### src/rtl/shift_pkg.sv
// Shared types and constants for the shared-shifter scheduler.
//   shift_op_t    : requested operation (rotate-left, logical left,
//                   logical right, arithmetic right).
//   sched_state_t : scheduler FSM state; the 2'b11 encoding is unused.
//   SHIFT_W/AW    : datapath width and shift-amount width.
package shift_pkg;

  localparam int SHIFT_W  = 32;
  localparam int SHIFT_AW = 5;

  typedef enum logic [1:0] {
    ROL = 2'd0,
    SHL = 2'd1,
    SHR = 2'd2,
    SAR = 2'd3
  } shift_op_t;

  typedef enum logic [1:0] {
    IDLE  = 2'd0,
    SHIFT = 2'd1,
    DONE  = 2'd2
  } sched_state_t;

endpackage

### src/rtl/shift_mask.sv
// Turns a rotate-left into ROL/SHL/SHR/SAR.
// result = (rotated & and_mask) | or_fill
//   op       : requested operation
//   amt      : shift amount 0..31
//   sign     : bit 31 of the original operand (SAR fill)
//   and_mask : bits of the rotated value to keep
//   or_fill  : bits forced to one (sign extension)
module shift_mask
  import shift_pkg::*;
(
  input  shift_op_t                 op,
  input  logic [SHIFT_AW-1:0]       amt,
  input  logic                      sign,
  output logic [SHIFT_W-1:0]        and_mask,
  output logic [SHIFT_W-1:0]        or_fill
);

  localparam logic [SHIFT_W-1:0] ONES = '1;

  always_comb begin
    and_mask = ONES;
    or_fill  = '0;
    case (op)
      ROL: and_mask = ONES;
      SHL: and_mask = ONES << amt;
      SHR: and_mask = ONES >> amt;
      SAR: begin
        and_mask = ONES >> amt;
        or_fill  = sign ? ~(ONES >> amt) : '0;
      end
      default: and_mask = ONES;
    endcase
  end

endmodule

### src/rtl/shifter.sv
// 32-bit rotate-left.
//   IN   : operand
//   SHFT : rotate amount 0..31
//   OUT  : IN rotated left by SHFT
module shifter (
  input  logic [31:0] IN,
  input  logic [4:0]  SHFT,
  output logic [31:0] OUT
);

  logic [63:0] dbl;

  // The upper half of the doubled word shifted left is the rotation.
  always_comb begin
    dbl = {IN, IN} << SHFT;
    OUT = dbl[63:32];
  end

endmodule

### src/rtl/shift_sched.sv
// Shared-shifter scheduler: two requesters (ALU, memory alignment) share one
// rotate-left shifter. One operation is in flight at a time:
// IDLE (grant) -> SHIFT (compute, register) -> DONE (hold result).
//
// Handshakes: a transfer happens on a rising CLK edge where VALID and READY
// are both high. A producer holds VALID and its payload stable until that
// edge; READY may depend combinationally on VALID, VALID never on READY.
//
// Ports:
//   CLK, RST              : clock, asynchronous active-high reset
//   REQ_VALID/REQ_READY   : per-requester request handshake (bit i = req i)
//   REQ_OPx/DATAx/AMTx    : per-requester operation, operand, amount
//   RES_VALID/RES_READY   : result handshake
//   RES_DATA, RES_ID      : result and the requester that owns it
//   BUSY                  : any state other than IDLE
//   DBG_STATE             : current FSM state
module shift_sched
  import shift_pkg::*;
#(
  parameter int W  = SHIFT_W,
  parameter int AW = SHIFT_AW
) (
  input  logic         CLK,
  input  logic         RST,
  input  logic [1:0]   REQ_VALID,
  output logic [1:0]   REQ_READY,
  input  logic [1:0]   REQ_OP0,
  input  logic [1:0]   REQ_OP1,
  input  logic [W-1:0] REQ_DATA0,
  input  logic [W-1:0] REQ_DATA1,
  input  logic [AW-1:0] REQ_AMT0,
  input  logic [AW-1:0] REQ_AMT1,
  output logic         RES_VALID,
  input  logic         RES_READY,
  output logic [W-1:0] RES_DATA,
  output logic         RES_ID,
  output logic         BUSY,
  output sched_state_t DBG_STATE
);

  sched_state_t   state, state_next;
  logic           ptr;          // requester favoured on contention
  logic [1:0]     grant;

  shift_op_t      op_q;
  logic [W-1:0]   data_q;
  logic [AW-1:0]  amt_q;
  logic           id_q;
  logic [W-1:0]   res_data_q;
  logic           res_id_q;

  logic [AW-1:0]  shft;
  logic [W-1:0]   rot;
  logic [W-1:0]   and_mask;
  logic [W-1:0]   or_fill;

  // Right shifts rotate left by (32-n) mod 32; the mask then clears the
  // bits that wrapped around.
  always_comb begin
    if (op_q == ROL || op_q == SHL) shft = amt_q;
    else                            shft = AW'(0) - amt_q;
  end

  shifter u_shifter (
    .IN   (data_q),
    .SHFT (shft),
    .OUT  (rot)
  );

  shift_mask u_mask (
    .op       (op_q),
    .amt      (amt_q),
    .sign     (data_q[W-1]),
    .and_mask (and_mask),
    .or_fill  (or_fill)
  );

  // Grant is gated by RST so REQ_READY drops the instant reset asserts.
  always_comb begin
    grant      = 2'b00;
    state_next = state;
    case (state)
      IDLE: begin
        if (!RST) begin
          case (REQ_VALID)
            2'b01:   grant = 2'b01;
            2'b10:   grant = 2'b10;
            2'b11:   grant = ptr ? 2'b10 : 2'b01;
            default: grant = 2'b00;
          endcase
        end
        if (grant != 2'b00) state_next = SHIFT;
      end
      SHIFT: state_next = DONE;
      DONE:  if (RES_READY) state_next = IDLE;
      default: state_next = IDLE;
    endcase
  end

  always_ff @(posedge CLK or posedge RST) begin
    if (RST) begin
      state      <= IDLE;
      ptr        <= 1'b0;
      op_q       <= ROL;
      data_q     <= '0;
      amt_q      <= '0;
      id_q       <= 1'b0;
      res_data_q <= '0;
      res_id_q   <= 1'b0;
    end else begin
      state <= state_next;
      if (grant != 2'b00) begin
        // Pointer moves only on an accept, to the requester not served.
        ptr    <= ~grant[1];
        id_q   <= grant[1];
        op_q   <= grant[1] ? shift_op_t'(REQ_OP1) : shift_op_t'(REQ_OP0);
        data_q <= grant[1] ? REQ_DATA1 : REQ_DATA0;
        amt_q  <= grant[1] ? REQ_AMT1  : REQ_AMT0;
      end
      if (state == SHIFT) begin
        res_data_q <= (rot & and_mask) | or_fill;
        res_id_q   <= id_q;
      end
    end
  end

  assign REQ_READY = grant;
  assign RES_VALID = (state == DONE);
  assign RES_DATA  = res_data_q;
  assign RES_ID    = res_id_q;
  assign BUSY      = (state != IDLE);
  assign DBG_STATE = state;

endmodule
### config.mk
export PLATFORM = sky130hd
export DESIGN_NAME = shift_sched
export DESIGN_NICKNAME = d
export VERILOG_FILES = /design/src/rtl/shift_pkg.sv /design/src/rtl/shift_mask.sv /design/src/rtl/shifter.sv /design/src/rtl/shift_sched.sv
export SDC_FILE = /design/constraint.sdc
export NUM_CORES = 1
export LEC_CHECK = 0
export CAP_MARGIN = 30
export CORE_MARGIN = 4
export CORE_UTILIZATION = 51
export CTS_BUF_LIST = sky130_fd_sc_hd__clkbuf_4 sky130_fd_sc_hd__clkbuf_8
export CTS_CLUSTER_DIAMETER = 80
export DETAILED_ROUTE_END_ITERATION = 10
export PLACE_DENSITY_LB_ADDON = 0.05
export REMOVE_ABC_BUFFERS = 1
export SLEW_MARGIN = 20
export SYNTH_ARGS = -nofsm -noshare
export SYNTH_HDL_FRONTEND = slang
export SYNTH_HIERARCHICAL = 1
export SYNTH_SLANG_ARGS = --single-unit
### constraint.sdc
create_clock -name CLK -period 5.4 [get_ports CLK]
set_clock_uncertainty 0.2 [all_clocks]
set_input_delay 1.08 -clock CLK [delete_from_list [all_inputs] [get_ports CLK]]
set_output_delay 1.08 -clock CLK [all_outputs]
set_load 0.005 [all_outputs]
==> flow_summary.rst <==
.. list-table::
   :header-rows: 1

   * - Metric
     - Value
   * - EDFF count, synth
     - 0
   * - Number of global-route vias before repair
     - 5488
   * - Number of distinct library cells after synthesis
     - 60
   * - Class of the most critical hold timing path
     - reg2reg
   * - Clock buffer depth
     - 2
   * - Smallest hold slack
     - 0.274 ns
   * - Max_slew headroom
     - 0.388
   * - Post-Synthesis Cell Area
     - 6310 sq um
   * - Post-route DRC violation count
     - 0
   * - Final estimated routing congestion in global placement
     - 1.02
   * - Area leader, netlist
     - dfrtp_1
   * - Fraction of synthesized cell area taken by the top area cell type
     - 0.301
   * - Register clock-pin slew on the reported worst setup and hold paths
     - 0.08 ns
   * - Standard-cell row count
     - 40
   * - Post-placement cell area
     - 7490 sq um
   * - Via density
     - 6.46
   * - Uppermost layer routed
     - met4
   * - Met3 routed wirelength
     - 1260 um
   * - Kind of cell adding the most delay to the critical path
     - buffers and inverters
   * - Half-perimeter wire length after detailed placement
     - 13600 um
   * - Clock tree from TritonCTS
     - built
   * - Total die area
     - 14200 sq um
   * - Synth async-reset ratio
     - 1.00
   * - CP startpoint kind
     - primary input
   * - Post-CTS setup-driven buffer insertion count
     - 0
   * - MaxCap Viol Count
     - 0
   * - Arithmetic-cell share of the synthesized area counting full adders, half adders and majority gates
     - 0.00198
   * - Crit Path Class
     - in2out
   * - CTS resizes
     - 0
   * - First-pass GRT wire length
     - 29700 um
   * - Core Box Area
     - 12100 sq um
   * - Largest cells by area after synthesis
     - dfrtp_1 30%, mux4_2 22%, mux2_2 5.9%
   * - Largest net degree at the start of global routing
     - 66
   * - Root Buffer Master
     - clkbuf_8
   * - Effective utilization at floorplan
     - 0.523
   * - Total overflow reported by the global router
     - 0
   * - Clock insertion delay at the later pin of the skew report
     - 0.37 ns
   * - Synth Area in Compound Gates
     - 0.197
   * - Routed Wire Length
     - 18400 um
   * - RSZ-0062 raised after global routing
     - false
   * - Highest cell delay on the worst timing path
     - 0.64 ns
   * - Diode count
     - 0
   * - Met2 wire length
     - 9170 um
   * - Post-synthesis sequential area ratio
     - 0.301
   * - Layout net count
     - 788
   * - Met1 wire length
     - 7480 um
   * - All-Layer GR Usage
     - 0.263
   * - Buffer and inverter count on the worst path
     - 4
   * - Critical path data required time
     - 4.12 ns
   * - Status
     - finished, final reports clean
   * - Final design instance area without fill
     - 7710 sq um
   * - Critical-path top delay cell
     - or3_1
   * - Final cycle utilization of the critical path
     - 0.889
   * - ANT nets after route
     - 0
   * - Commonest register cell after synthesis
     - dfrtp_1
   * - Fmax
     - 208 MHz
   * - Multiplexer share of the synthesized area
     - 0.288
   * - Avg Cell Area, Syn
     - 10.1 sq um
   * - Simple-gate portion of the synthesized area
     - 0.131
   * - Floorplan die height
     - 119 um
   * - Level count of the clock H-tree
     - 3
   * - Largest family of logic cells by synthesized area
     - multiplexers
   * - Vias after detailed routing
     - 5666
   * - Worst Path Arrival
     - 3.52 ns
   * - Area added between synthesis and finish
     - 22.2%
   * - Most common library cell in the layout ignoring fill and taps
     - clkdlybuf4s50_1
   * - Count of pins on the block boundary
     - 122
   * - Input/output buffers
     - 121
   * - Hold_buf cts
     - 0
   * - Antenna violations before repair
     - 0
   * - Die span in x
     - 119 um
   * - Worst Path Max Fanout
     - 27
   * - Commonest cells after routing, fill and taps aside
     - 121 x clkdlybuf4s50_1, 76 x dfrtp_1, 67 x o21ai_0, 63 x mux4_2, 53 x a21oi_1
   * - Count of final hold-check violations
     - 0
   * - Tmin final
     - 4.80 ns
   * - Pre-antenna DRT Iters
     - 7
   * - CTS Buf Count
     - 9
   * - Share of the synthesized netlist area taken by xor and xnor gates
     - 0.00416
   * - Share of layout cells above drive strength 1
     - 0.207
   * - Slew at the pin closest to its max-slew limit
     - 0.915 ns
   * - Max-slew violation total from the final report
     - 0
   * - Fraction of the core area covered by cells at the end of the flow
     - 0.639
   * - Initial detailed-routing violation count
     - 596
   * - Cell breakdown of the critical path
     - clkdlybuf4s50_1 > or3_1 > buf_4 > or3_1 > inv_12 > clkdlybuf4s50_1
   * - Count of state elements after synthesis
     - 76
   * - Detail-routed net length per standard cell
     - 21.0 um
   * - Final number of setup-violating endpoints
     - 0
   * - Worst Setup End Kind
     - output port
   * - Num Clock Sinks
     - 76
   * - Count of synthesis-stage warnings from yosys
     - 6
   * - Post-Syn Instances
     - 622
==> synthesized netlist by cell type (2+ instances only) <==
master / count
a221o_1: 25
a31oi_1: 21
o21a_1: 2
nand3_2: 3
o21ai_0: 68
nand3_1: 17
mux2_2: 33
dfrtp_1: 76
buf_6: 7
a21oi_1: 53
nor4_1: 16
buf_12: 3
o21bai_1: 2
buf_2: 19
buf_1: 3
or3_1: 3
and2_1: 3
inv_1: 12
mux4_2: 63
o31ai_1: 2
and3_1: 24
a2bb2oi_1: 2
nor2_1: 26
xnor2_1: 3
nor2b_1: 5
clkbuf_1: 28
a21o_1: 4
nand2b_1: 2
a311oi_1: 2
nand2_1: 52
buf_4: 6
a22oi_1: 8
o311a_1: 2
==> area by class of cell <==
class / count / area, sq um
Inverter: 14 / 65.1
Tap cell: 168 / 210
Clock buffer: 11 / 151
Timing Repair Buffer: 139 / 1350
Clock inverter: 5 / 58.8
Sequential cell: 76 / 1900
Fill cell: 1010 / 4350
Multi-Input combinational cell: 464 / 3970
==> per-stage QoR <==
step | setup WS (ns) | std cells | setup TNS, ns
global route | 0.505 | 877 | 0
finish | 0.599 | 877 | 0
CTS | 0.380 | 876 | 0
detailed placement | 0.371 | 860 | 0
global placement | 0.507 | 859 | 0
floorplan | -1.04 | 554 | -31.91
==> worst register-to-register path, stage by stage (launching register included) <==
cell and delay (ns):
dfrtp_1 0.40, buf_4 0.31, o31ai_1 0.44, xnor2_2 0.16
buf_4 0.40, mux4_2 0.63, mux4_2 0.50, mux2_2 0.31
a21oi_1 0.24, o21ai_0 0.11
==> routing by layer <==
| metal | up-vias | track usage |
|---|---|---|
| li1 | 2585 | - |
| met1 | 2767 | 0.350 |
| met2 | 279 | 0.432 |
| met3 | 35 | 0.0413 |
| met4 | 0 | 0.106 |
| met5 | - | 0 |
==> cells by family after synthesis <==
logic type / after synthesis
other cells: 1
simple gates: 162
fa+ha+maj: 1
xor+xnor: 3
flops: 76
compound gates: 200
mux: 97
buf+inv: 82
==> flip-flops by register name (all words and copies together) (netlist names) <==
signal     cells
DBG_STATE      2
RES_DATA      32
RES_ID         1
amt_q          5
data_q        32
id_q           1
op_q           2
ptr            1
==> path summary, 6_finish.rpt <==
kind	startpoint	endpoint	slack, ns	cells after the start
worst max-delay path	RST	REQ_READY[1]	0.60	6
worst min-delay path	id_q$_DFFE_PP0P_	id_q$_DFFE_PP0P_	0.27	1
worst max register to register	amt_q[0]$_DFFE_PP0P_	RES_DATA[2]$_DFFE_PP0N_	1.57	9
worst min register to register	id_q$_DFFE_PP0P_	id_q$_DFFE_PP0P_	0.27	1
max in group asynchronous	RST	data_q[28]$_DFFE_PP0P_	2.96	3
min in group asynchronous	RST	id_q$_DFFE_PP0P_	1.03	2
Power is left out: the tool's default activity adds up to more than one toggle a clock period on the data nets, which glitch-free logic cannot reach.
